<file path="config.mk">
export PLATFORM = sky130hd
export DESIGN_NAME = lfsr_delay_timer
export DESIGN_NICKNAME = d
export VERILOG_FILES = /design/src/rtl/lfsr_delay_timer.sv
export SDC_FILE = /design/constraint.sdc
export NUM_CORES = 1
export LEC_CHECK = 0
export ABC_CLOCK_PERIOD_IN_PS = 2200
export BUFFER_PORTS_ARGS = -buffer_cell sky130_fd_sc_hd__buf_2
export CAP_MARGIN = 20
export CORE_MARGIN = 2
export CORE_UTILIZATION = 35
export DETAILED_ROUTE_END_ITERATION = 10
export GPL_TIMING_DRIVEN = 0
export SETUP_SLACK_MARGIN = 0.4
export SLEW_MARGIN = 15
export SYNTH_ARGS = -nofsm -noshare
export SYNTH_HDL_FRONTEND = slang
export SYNTH_SLANG_ARGS = --single-unit
</file>
<file path="constraint.sdc">
create_clock -name clk -period 2.2 [get_ports clk]
set_input_delay 0.22 -clock clk [delete_from_list [all_inputs] [get_ports clk]]
set_output_delay 0.22 -clock clk [all_outputs]
set_load 0.01 [all_outputs]
</file>
<file path="src/rtl/lfsr_delay_timer.sv">
// LFSR-paced interval timer: a Galois LFSR walks SEED->TERM to form one base tick, a counter turns ticks into an N-tick delay.
// All outputs registered; first tick P+1 enabled cycles after start; enable low stalls everything, abort cancels without done.
module lfsr_delay_timer #(
  parameter int unsigned      WIDTH = 16,
  parameter logic [WIDTH-1:0] POLY  = 16'h002D,
  parameter logic [WIDTH-1:0] SEED  = '1,
  parameter logic [WIDTH-1:0] TERM  = 16'hDB6C,
  parameter int unsigned      CNT_W = 10
) (
  input  logic             clk,
  input  logic             rst,
  input  logic             start,
  input  logic             mode,
  input  logic [CNT_W-1:0] count,
  input  logic             enable,
  input  logic             abort,
  output logic             tick,
  output logic             done,
  output logic             busy,
  output logic [CNT_W-1:0] remaining
);

  typedef enum logic {IDLE, RUN} state_e;

  state_e           state_q, state_d;
  logic [WIDTH-1:0] lfsr_q, lfsr_d;
  logic [WIDTH-1:0] lfsr_step;
  logic [CNT_W-1:0] rem_q, rem_d;
  logic [CNT_W-1:0] cnt_lat_q, cnt_lat_d;
  logic             mode_lat_q, mode_lat_d;
  logic             tick_q, tick_d;
  logic             done_q, done_d;

  assign lfsr_step = {lfsr_q[WIDTH-2:0], 1'b0} ^ (lfsr_q[WIDTH-1] ? POLY : '0);

  always_comb begin
    state_d    = state_q;
    lfsr_d     = lfsr_q;
    rem_d      = rem_q;
    cnt_lat_d  = cnt_lat_q;
    mode_lat_d = mode_lat_q;
    tick_d     = 1'b0;
    done_d     = 1'b0;

    // Priority: abort, then start (discarding any same-cycle terminal match), then normal advance.
    if (abort) begin
      if (state_q == RUN) begin
        state_d = IDLE;
        rem_d   = '0;
        lfsr_d  = SEED;
      end
    end else if (start) begin
      lfsr_d = SEED;
      if (count != '0) begin
        state_d    = RUN;
        cnt_lat_d  = count;
        rem_d      = count;
        mode_lat_d = mode;
      end else begin
        state_d = IDLE;
        rem_d   = '0;
        done_d  = 1'b1;
      end
    end else if (state_q == RUN && enable) begin
      if (lfsr_q == TERM) begin
        lfsr_d = SEED;
        tick_d = 1'b1;
        rem_d  = rem_q - CNT_W'(1);
        if (rem_q == CNT_W'(1)) begin
          done_d = 1'b1;
          // Periodic reload keeps tick spacing unbroken across the done boundary.
          if (mode_lat_q) begin
            rem_d = cnt_lat_q;
          end else begin
            state_d = IDLE;
            rem_d   = '0;
          end
        end
      end else begin
        lfsr_d = lfsr_step;
      end
    end
  end

  always_ff @(posedge clk or negedge rst) begin
    if (!rst) begin
      state_q    <= IDLE;
      lfsr_q     <= SEED;
      rem_q      <= '0;
      cnt_lat_q  <= '0;
      mode_lat_q <= 1'b0;
      tick_q     <= 1'b0;
      done_q     <= 1'b0;
    end else begin
      state_q    <= state_d;
      lfsr_q     <= lfsr_d;
      rem_q      <= rem_d;
      cnt_lat_q  <= cnt_lat_d;
      mode_lat_q <= mode_lat_d;
      tick_q     <= tick_d;
      done_q     <= done_d;
    end
  end

  assign tick      = tick_q;
  assign done      = done_q;
  assign busy      = (state_q == RUN);
  assign remaining = rem_q;

endmodule

</file>
==> results_dict.tcl <==
set metrics [dict create \
    mostFrequentLayoutCell "buf_2" \
    die_w_um 81.3 \
    antenna_found_initial 0 \
    regToRegStartpoint "lfsr_q[12]$_DFFE_PN1P_" \
    vias 1738 \
    p_total_mw 2.13 \
    skew_ns 0.0110 \
    syn_area_per_cell_um2 10.4 \
    ant_nets 0 \
    hp-class "primary input to async pin" \
    fin_crit_ns 1.84 \
    final_util_pct 46.0 \
    path_buf_inv 2 \
    portBuffers 28 \
    syn_inst 201 \
    dieHeight_um 81.3 \
    total_leakage_power_nw 1.14 \
    cp_data_arrival_time_ns 2.04 \
    post-route-period-util_pct 83.8 \
    cts_root_buf "clkbuf_8" \
    drt-total-wl_um 5370 \
    cp-end-kind "flip-flop" \
    hold_viol 0 \
    clk_pin_slew_ns 0.09 \
    ys_warn_count 0 \
    synth_flop_cell "dfrtp_1" \
    synth_compound_area_share_pct 22.1 \
    worst-r2r-setup-slack_ns 0.36 \
    core_um2 5850 \
    start_util_pct 35.7 \
    synth_nets 219 \
    grt_pass1_wl_um 8540 \
    synth_top_area_share_pct 28.7 \
    synth-simple-area-share_pct 18.7 \
    start_kind "flip-flop" \
    rr_worst_depth 7 \
    ios 29 \
    endpoint "remaining[6]$_DFFE_PN0P_" \
    drive_gt1_share_pct 42.0 \
    fin_setup_tns_ns 0 \
    place_hpwl_um 3520 \
    overflow 0 \
    rsz0062_at_grt "true" \
    cts_tree "built" \
    fillers 542 \
    critical_path.max_fanout 5 \
    synth_top_family_by_area "compound AO/OA/AOI/OAI gates" \
    grt_max_degree 41 \
    path_class "flip-flop to flip-flop" \
    yosys.area.top_type "dfrtp_1" \
    route.detailed.drc 0 \
    p_per_area_nw_per_um2 790 \
    maxCapViolCount 0 \
    drtIter0Drc 175 \
    outcome "completed" \
    synth_edf_count 0 \
    viasPerCell 5.35 \
    cp_data_required_time_ns 2.40 \
    clockBufferDepth 2 \
    fmax_ghz 0.543 \
    area_growth_pct 28.8 \
    tightest_slew_ns 0.877 \
    r2r_end "remaining[6]$_DFFE_PN0P_" \
    crit_chain "nand4b_4 > nor4_4 > buf_4 > o21a_4 > buf_6 > o31ai_2 > o22a_1" \
    grt_use_total_pct 17.0 \
    cts_sinks 40 \
    relSlewSlack_pct 41.5 \
    slowest_delay_ns 0.58 \
    numCtsBuffers 5 \
    cp_top_family "flip-flops" \
    gp_congestion 0.856 \
    finalSetupViolCount 0 \
    synth_xor_area_share_pct 2.93 \
    dieArea_um2 6610 \
    worst_hold_slack_ns 0.0133 \
    h-tree-depth 2 \
    async_flop_share_pct 100 \
    syn_area_um2 2090 \
    ys_seq_area_share_pct 48.8 \
    slowest_stage "dfstp_2" \
    synthAdderAreaFrac_pct 1.20 \
    std_cell_rows 28 \
    irDropWorstVdd_mv 0.302 \
    layout_common_cells "buf_2 (32), nand2_1 (25), dfrtp_1 (23)" \
    synthMuxAreaShare_pct 1.02 \
    yosys-top-cells-area "dfrtp_1 (29%), dfstp_2 (20%), o22a_1 (5.9%)" \
    synth-seq-cells 40 \
    maxSlewViolCount 0 \
    insertion_delay_ns 0.30 \
    grt_pass1_vias 1667 \
    wire_per_inst_um 16.5 \
    firstDrtPassIters 4 \
    crit_start "lfsr_q[12]$_DFFE_PN1P_" \
    path_depth 7 \
    synth_cell_type_count 47 \
    layout.nets 267 \
    diodes 0 \
]
[routing by layer]
metal / share of wire [%] / vias up / wire length (µm) / track usage [%]
li1: - / 841 / - / -
met1: 49 / 832 / 2620 / 24.9
met2: 44 / 57 / 2380 / 24.9
met3: 5.5 / 8 / 298 / 3.56
met4: 1.4 / 0 / 74 / 5.59
met5: 0 / - / 0 / 0
[cells in the mapped netlist, types with 2 or more instances]
master and count:
nand2_1 25, dfrtp_1 24, nor2_1 21, dfstp_2 16, o22a_1 14, o21ai_0 13, a31oi_1 6, inv_1 6
a21oi_1 5, a311oi_1 5, buf_2 5, xnor2_1 5, a22o_1 4, buf_6 4, o31ai_1 4, nor4_1 3
a41o_1 2, and3_1 2, ha_1 2, nand3_1 2, nand4_1 2, nor2b_1 2, nor3_1 2, o22a_2 2
o32ai_1 2, xor2_1 2
[worst min-delay path by stage]
stage	from	endpoint
floorplan	rst	busy$_DFFE_PN0P_
global placement	rst	remaining[3]$_DFFE_PN0P_
detailed placement	rst	remaining[3]$_DFFE_PN0P_
CTS	rst	remaining[3]$_DFFE_PN0P_
global route	rst	remaining[2]$_DFFE_PN0P_
finish	rst	remaining[2]$_DFFE_PN0P_
[cell families (layout without fill, tap and decap cells)]
kind of cell,count (synthesis),count (layout)
DFF,40,40
xor gates and xnor gates,7,7
adders and majority gates,2,2
and+or+nand+nor,69,69
muxes,2,2
AOI/OAI and AO/OA,63,63
buffers and inverters,18,67
[power by group]
part | internal [mW] | switching [mW] | total, mW
clock | 0.400 | 0.264 | 0.664
combinational | 0.255 | 0.280 | 0.535
sequential | 0.819 | 0.112 | 0.930
[metrics by stage]
step                instance area, µm²  instances  setup WS [ns]
floorplan                         2110        201          0.384
global placement                  2340        304          0.174
detailed placement                2340        304          0.212
CTS                               2640        322          0.281
global route                      2690        325          0.271
finish                            2690        325          0.357
[state kept, by name (all words and copies together), names as in the netlist]
signal and flops:
lfsr_q 16, busy 1, done 1, mode_lat_q 1, tick 1, cnt_lat_q 10
remaining 10
[cell type report]
class                      count  area, µm²  share of cell area, %
inverter                       7       26.3                  0.975
timing repair buffer          41        248                   9.20
tap                           75       93.8                   3.48
multi-input combinational    143       1080                   40.1
clock buffer                   7       96.3                   3.58
clock inverter                 1       30.0                   1.11
buffer                        11       97.6                   3.62
sequential                    40       1020                   37.9
[repair_timing]
| action | in CTS | in global routing |
|---|---|---|
| buffers inserted | 9 | 3 |
| setup endpoints to repair | 22 | 29 |
| hold buffers | 0 | 0 |
| gates cloned | 1 | 0 |
| pin swaps | 9 | 6 |
| gates resized for setup | 18 | 9 |
Note: power is estimated with default switching activity, not from simulation.
